### src/rtl/duck_game_sequencer.sv
// duck_game_sequencer: frame-synchronous Duck Hunt game controller.
// Owns the duck life cycle (spawn, fly, black/white shot flash, fall,
// escape, pause) plus shot/hit/round/score bookkeeping. Every state change
// is qualified by frame_tick. All outputs are registered.
module duck_game_sequencer #(
  parameter int SHOTS_PER_DUCK  = 3,
  parameter int DUCKS_PER_ROUND = 10,
  parameter int PASS_HITS       = 6,
  parameter int FLIGHT_FRAMES   = 300,
  parameter int PAUSE_FRAMES    = 60,
  parameter int SPEED_INIT      = 2,
  parameter int SPEED_STEP      = 1,
  parameter int SPEED_MAX       = 15,
  parameter int HIT_POINTS      = 100
) (
  input  logic        clk,
  input  logic        rst,
  input  logic        frame_tick,
  input  logic        trigger,
  input  logic        detect,
  input  logic        duck_landed,
  output logic [1:0]  flash,
  output logic        duck_fly,
  output logic        duck_spawn,
  output logic        duck_shot,
  output logic        duck_escape,
  output logic [5:0]  speed,
  output logic [1:0]  shots_left,
  output logic [3:0]  hits,
  output logic [3:0]  duck_idx,
  output logic [7:0]  round,
  output logic [15:0] score,
  output logic        game_over
);

  localparam logic [1:0]  SHOTS_INIT  = 2'(SHOTS_PER_DUCK);
  localparam logic [3:0]  LAST_DUCK   = 4'(DUCKS_PER_ROUND - 1);
  localparam logic [3:0]  PASS_LIMIT  = 4'(PASS_HITS);
  localparam logic [8:0]  FLIGHT_LAST = 9'(FLIGHT_FRAMES);
  localparam logic [7:0]  PAUSE_LAST  = 8'(PAUSE_FRAMES);
  localparam logic [5:0]  SPD_INIT    = 6'(SPEED_INIT);
  localparam logic [6:0]  SPD_STEP    = 7'(SPEED_STEP);
  localparam logic [6:0]  SPD_MAX     = 7'(SPEED_MAX);
  localparam logic [16:0] POINTS      = 17'(HIT_POINTS);

  localparam logic [1:0] FLASH_NORMAL = 2'b00;
  localparam logic [1:0] FLASH_BLACK  = 2'b01;
  localparam logic [1:0] FLASH_WHITE  = 2'b10;

  typedef enum logic [2:0] {
    ST_IDLE,
    ST_FLY,
    ST_BLACK,
    ST_WHITE,
    ST_FALL,
    ST_PAUSE,
    ST_GAME_OVER
  } state_t;

  state_t      state_reg;
  logic        trig_prev_reg;
  logic        detect_seen_reg;
  logic [8:0]  flight_timer_reg;
  logic [7:0]  pause_timer_reg;

  logic        trig_edge;
  logic        hit_now;
  logic [8:0]  flight_inc;
  logic [7:0]  pause_inc;
  logic [16:0] score_sum;
  logic [15:0] score_sat;
  logic [6:0]  speed_sum;
  logic [5:0]  speed_sat;
  logic [7:0]  round_sat;

  // Trigger edge is only meaningful on a frame_tick; a held trigger yields one edge.
  assign trig_edge  = frame_tick & trigger & ~trig_prev_reg;
  // Photodiode seen earlier in the white frame or on the closing tick itself.
  assign hit_now    = detect_seen_reg | detect;
  assign flight_inc = flight_timer_reg + 9'd1;
  assign pause_inc  = pause_timer_reg + 8'd1;
  assign score_sum  = {1'b0, score} + POINTS;
  assign score_sat  = score_sum[16] ? 16'hFFFF : score_sum[15:0];
  assign speed_sum  = {1'b0, speed} + SPD_STEP;
  assign speed_sat  = (speed_sum > SPD_MAX) ? SPD_MAX[5:0] : speed_sum[5:0];
  assign round_sat  = (round == 8'hFF) ? round : round + 8'd1;

  // Game FSM: state, bookkeeping counters and all registered outputs.
  always_ff @(posedge clk) begin
    if (rst) begin
      state_reg        <= ST_IDLE;
      trig_prev_reg    <= 1'b0;
      detect_seen_reg  <= 1'b0;
      flight_timer_reg <= 9'd0;
      pause_timer_reg  <= 8'd0;
      flash            <= FLASH_NORMAL;
      duck_fly         <= 1'b0;
      duck_spawn       <= 1'b0;
      duck_shot        <= 1'b0;
      duck_escape      <= 1'b0;
      speed            <= SPD_INIT;
      shots_left       <= 2'd0;
      hits             <= 4'd0;
      duck_idx         <= 4'd0;
      round            <= 8'd0;
      score            <= 16'd0;
      game_over        <= 1'b0;
    end else begin
      duck_spawn  <= 1'b0;
      duck_shot   <= 1'b0;
      duck_escape <= 1'b0;

      if (frame_tick) begin
        trig_prev_reg <= trigger;
      end

      if (state_reg == ST_WHITE && detect) begin
        detect_seen_reg <= 1'b1;
      end

      if (frame_tick) begin
        case (state_reg)
          ST_IDLE: begin
            if (trig_edge) begin
              score            <= 16'd0;
              round            <= 8'd1;
              speed            <= SPD_INIT;
              hits             <= 4'd0;
              duck_idx         <= 4'd0;
              duck_spawn       <= 1'b1;
              shots_left       <= SHOTS_INIT;
              flight_timer_reg <= 9'd0;
              state_reg        <= ST_FLY;
              flash            <= FLASH_NORMAL;
              duck_fly         <= 1'b1;
            end
          end

          ST_FLY: begin
            // A shot outranks a flight timeout on the same tick.
            if (trig_edge && shots_left != 2'd0) begin
              shots_left <= shots_left - 2'd1;
              state_reg  <= ST_BLACK;
              flash      <= FLASH_BLACK;
              duck_fly   <= 1'b0;
            end else if (flight_inc == FLIGHT_LAST) begin
              flight_timer_reg <= flight_inc;
              duck_escape      <= 1'b1;
              pause_timer_reg  <= 8'd0;
              state_reg        <= ST_PAUSE;
              duck_fly         <= 1'b0;
            end else begin
              flight_timer_reg <= flight_inc;
            end
          end

          ST_BLACK: begin
            detect_seen_reg <= 1'b0;
            state_reg       <= ST_WHITE;
            flash           <= FLASH_WHITE;
          end

          ST_WHITE: begin
            flash <= FLASH_NORMAL;
            if (hit_now) begin
              duck_shot <= 1'b1;
              hits      <= hits + 4'd1;
              score     <= score_sat;
              state_reg <= ST_FALL;
            end else if (shots_left == 2'd0) begin
              duck_escape     <= 1'b1;
              pause_timer_reg <= 8'd0;
              state_reg       <= ST_PAUSE;
            end else begin
              state_reg <= ST_FLY;
              duck_fly  <= 1'b1;
            end
          end

          ST_FALL: begin
            if (duck_landed) begin
              pause_timer_reg <= 8'd0;
              state_reg       <= ST_PAUSE;
            end
          end

          ST_PAUSE: begin
            if (pause_inc == PAUSE_LAST) begin
              pause_timer_reg <= pause_inc;
              if (duck_idx < LAST_DUCK) begin
                duck_idx         <= duck_idx + 4'd1;
                duck_spawn       <= 1'b1;
                shots_left       <= SHOTS_INIT;
                flight_timer_reg <= 9'd0;
                state_reg        <= ST_FLY;
                duck_fly         <= 1'b1;
              end else if (hits >= PASS_LIMIT) begin
                round            <= round_sat;
                speed            <= speed_sat;
                hits             <= 4'd0;
                duck_idx         <= 4'd0;
                duck_spawn       <= 1'b1;
                shots_left       <= SHOTS_INIT;
                flight_timer_reg <= 9'd0;
                state_reg        <= ST_FLY;
                duck_fly         <= 1'b1;
              end else begin
                game_over <= 1'b1;
                state_reg <= ST_GAME_OVER;
              end
            end else begin
              pause_timer_reg <= pause_inc;
            end
          end

          ST_GAME_OVER: begin
            if (trig_edge) begin
              game_over <= 1'b0;
              state_reg <= ST_IDLE;
            end
          end

          default: begin
            state_reg <= ST_IDLE;
            flash     <= FLASH_NORMAL;
            duck_fly  <= 1'b0;
          end
        endcase
      end
    end
  end

endmodule

### config.mk
export PLATFORM = sky130hd
export DESIGN_NAME = duck_game_sequencer
export DESIGN_NICKNAME = d
export VERILOG_FILES = /design/src/rtl/duck_game_sequencer.sv
export SDC_FILE = /design/constraint.sdc
export NUM_CORES = 1
export LEC_CHECK = 0
export CAP_MARGIN = 20
export CORE_ASPECT_RATIO = 1.2
export CORE_MARGIN = 1
export CORE_UTILIZATION = 50
export CTS_BUF_LIST = sky130_fd_sc_hd__clkbuf_4 sky130_fd_sc_hd__clkbuf_8
export CTS_CLUSTER_SIZE = 16
export DETAILED_ROUTE_END_ITERATION = 10
export GPL_TIMING_DRIVEN = 0
export PLACE_DENSITY = 0.84
export SETUP_SLACK_MARGIN = 0.05
export SLEW_MARGIN = 20
export SYNTH_ARGS = -nofsm -noshare
export SYNTH_HDL_FRONTEND = slang
export SYNTH_SLANG_ARGS = --single-unit
### constraint.sdc
create_clock -name clk -period 6.25 [get_ports clk]
set_input_delay 0.625 -clock clk [delete_from_list [all_inputs] [get_ports clk]]
set_output_delay 0.625 -clock clk [all_outputs]
set_load 0.1 [all_outputs]
==> impl_results.md, run 1 <==
* Outcome: complete, no violations
* Initial antenna violation count at 0
* WP data arrival at 3.00 ns
* Die ar. at 7870 um^2
* Synth Cell Area at 3760 um^2
* Core Rows at 34
* Syn Nets at 477
* Die Wd at 81.1 um
* Tmin final at 2.76 ns
* EDFF count, synth at 0
* Buf/Inv on CP at 2
* Pre-antenna DRT Iters at 4
* Most common cell in the netlist: dfxtp_1
* DRC viols at 0
* Peak VDD IR at 0.000141 V
* Hold_sp: score[0]$_SDFFE_PP0P_
* Crit end category: flop
* Crit-path max cell delay at 0.77 ns
* I/O Buffers at 51
* Kind of cell adding the most delay to the critical path: simple AND/OR/NAND/NOR gates
* Core ar. at 7270 um^2
* Detailed Route Iter0 Violations at 307
* TritonCTS buffer count at 9
* CTS Sinks at 68
* Worst-path fanout max at 9
* GR Overflow Total at 0
* Worst setup SP type: input port
* Clk_lat worst skew at 0.35 ns
* Mean Syn Cell Area at 8.17 um^2
* Top post-synthesis cells by area: dfxtp_1 (36%), a21oi_1 (4.5%), nand3_1 (4.0%), nor2_1 (3.8%), ha_1 (3.7%)
* Slowest CP cell: nor4bb_1
* Placer Congestion at 0.977
* Via/cell ratio at 6.35
* Fin crit share at 44.1%
* Max Slew Vio Count at 0
* Ant diodes at 0
* Most area-hungry cell type in the Yosys netlist: dfxtp_1
* Die Ht at 97.0 um
* Area Growth Syn to Fin at 21.8%
* Flops & latches, synth at 68
* R2R setup slack at 3.61 ns
* Detailed placement HPWL at 7320 um
* CTS tree: done
* Layout Nets at 539
* Root buffer cell: clkbuf_8
* Ys Warns at 0
* Maximum clock rate at 363 MHz
* First-pass GRT wire length at 16,700 um
* Post-Synthesis Cells at 460
* CP required at 6.49 ns
* Worst clock skew at 0.00970 ns
* RSZ-0062 raised after global routing: false
* TNS Setup at 0 ns
* Final setup fails at 0
* Worst Hold Class: flop to flop
* Post-placement cell area at 4380 um^2
* Clk buf depth at 2
* # IOs at 53
* Pleak at 1.59 nW
* Fin area at 4580 um^2
* Vias at 3,914
* Top FF cell, synth: dfxtp_1
* Hold Path Cell Cnt at 2
* Max-cap violations at 0
* Max FFs per register at 15
* WHS at 0.483 ns
* Hold Path End: score[0]$_SDFFE_PP0P_
* Post-cts resize count at 0
* Final wirelength at 10,400 um
* Crit-path cells: clkdlybuf4s50_1 -> nor4bb_1 -> nor2_1 -> and3_1 -> clkbuf_2 -> nor3b_1 -> a211o_1
* PD cells at 213 nW/um^2
* Initial Util at 51.7%
* Final Hold Fails at 0
* Yosys top cell area share at 36.2%
* R2R cell count at 8
* CTS HTree Levels at 3
* FF-to-FF End: flight_timer_reg[4]$_SDFFE_PP0P_
* Worst Tran Pin Value at 1.02 ns
* Register area share after synthesis at 36.2%
* Rel. slew slack at 31.6%
* Vias in the first global route at 3,503
* Setup bufs post-CTS at 0
* Post-synthesis async set-or-reset flop share at 0%
* Netlist cell types at 71
* Fraction of layout cells with a size suffix above 1 at 7.79%
* Worst setup path class: input port to flop
* Cts hold-fix bufs at 0
* Pin count of the biggest net entering global routing at 11
* Top post-synthesis cells by count: dfxtp_1 (68), nor2_1 (38), a21oi_1 (34), nand2_1 (34), nand3_1 (30)
* Clock transition at path regs at 0.07 ns
* Post-route ant nets at 0
* Wire per inst at 16.8 um
* GRT Util Overall at 27.0%
* Reg2reg start: shots_left[0]$_SDFFE_PP0P_
* Total Power at 0.000974 W
worst max path at each step:
stage                                        start                                to  slack [ns]  cells past startpoint
after floorplan           duck_idx[0]$_SDFFE_PP0P_             round[0]$_SDFFE_PP0P_        3.47                      8
after global placement                  frame_tick  flight_timer_reg[4]$_SDFFE_PP0P_        3.23                      7
after detailed placement                frame_tick  flight_timer_reg[4]$_SDFFE_PP0P_        3.20                      7
after CTS                               frame_tick  flight_timer_reg[4]$_SDFFE_PP0P_        3.54                      7
after global routing                    frame_tick   pause_timer_reg[5]$_SDFFE_PP0P_        3.41                      6
final                                   frame_tick  flight_timer_reg[4]$_SDFFE_PP0P_        3.49                      7
power by group:
part	internal, W	switching, W	total (W)
Clock	0.000206	0.000165	0.000371
Sequential	0.000440	0.00000663	0.000447
Combinational	0.0000454	0.000111	0.000156
layout make-up:
| type | count | area [um^2] |
|---|---|---|
| repair buffers | 51 | 510 |
| well taps | 90 | 113 |
| multi-input cells | 352 | 2220 |
| plain buffers | 24 | 118 |
| inverters | 16 | 60.1 |
| flip-flops and latches | 68 | 1360 |
| clock buffers | 13 | 160 |
| fillers | 639 | 2700 |
| clock inverters | 2 | 35.0 |
kinds of logic (layout without fill, tap and decap cells):
| kind of cell | Yosys count | after routing | synth area share [%] |
|---|---|---|---|
| simple gates | 181 | 181 | 25.2 |
| compound gates | 150 | 150 | 27.7 |
| xor+xnor | 7 | 7 | 1.63 |
| fa+ha+maj | 11 | 11 | 3.66 |
| mux | 3 | 3 | 0.866 |
| flops | 68 | 68 | 36.2 |
| buf+inv | 40 | 106 | 4.73 |
layer usage:
| layer | GRT usage (%) | vias up | wire length (um) |
|---|---|---|---|
| li1 | - | 1878 | - |
| met1 | 33.7 | 1834 | 4450 |
| met2 | 44.0 | 173 | 5000 |
| met3 | 4.53 | 29 | 635 |
| met4 | 13.2 | 0 | 268 |
| met5 | 0 | - | 0 |
stage by stage:
| stage | cells | setup slack, ns | utilization (%) |
|---|---|---|---|
| 5_1_grt | 616 | 3.41 | 62.9 |
| 3_3_place_gp | 601 | 3.23 | 60.2 |
| 2_1_floorplan | 460 | 3.47 | - |
| 6_report | 616 | 3.49 | 62.9 |
| 4_1_cts | 616 | 3.54 | 62.9 |
| 3_5_place_dp | 601 | 3.20 | 60.2 |
worst register-to-register path: stages (launching register included):
cell      delay, ns
dfxtp_1        0.40
inv_1          0.06
ha_1           0.24
nor4bb_1       0.75
nor2_1         0.24
and3_1         0.25
clkbuf_2       0.16
nor3b_1        0.16
a211o_1        0.26
cells in the final DEF, fill, tap and decap left out, types with 3 or more instances in the layout:
master           count
a311oi_1             7
clkdlybuf4s50_1     51
buf_2                6
a31oi_1             18
clkbuf_8            10
nand2_1             34
buf_4                3
dfxtp_1             68
a211oi_1             9
nand4_1              8
nor2_1              38
clkbuf_1            12
ha_1                11
a41oi_1              4
nand3_1             30
inv_1               15
clkbuf_4             3
o32ai_1              3
a21oi_1             34
nor3_1              17
o211ai_1             7
o21ai_1              3
nand2b_1             5
o21ai_0             23
nor4_1               5
o31ai_1              6
and2_1               4
xor2_1               3
nor2b_1              6
nand3b_1             4
a22o_1               4
and3_1              10
o21a_1               3
xnor2_1              4
or3_1                4
Note: power is estimated with default switching activity, not from simulation.
==> run 2: changes to the inputs <==
clock period = 2.9 ns   (was 6.25 ns; I/O delays follow)
==> results of run 2 <==
Same layout as run 1 (identical final DEF). Status: complete, no violations.
Among the figures that moved: setup slack after placement 3.20 ns -> 0.188 ns; setup slack after layout 3.49 ns -> 0.263 ns; start point of the critical path frame_tick -> shots_left[0]$_SDFFE_PP0P_; register-to-register setup slack 3.61 ns -> 0.26 ns; total power 0.000974 W -> 0.00210 W; worst IR drop on VDD 0.000141 V -> 0.000303 V
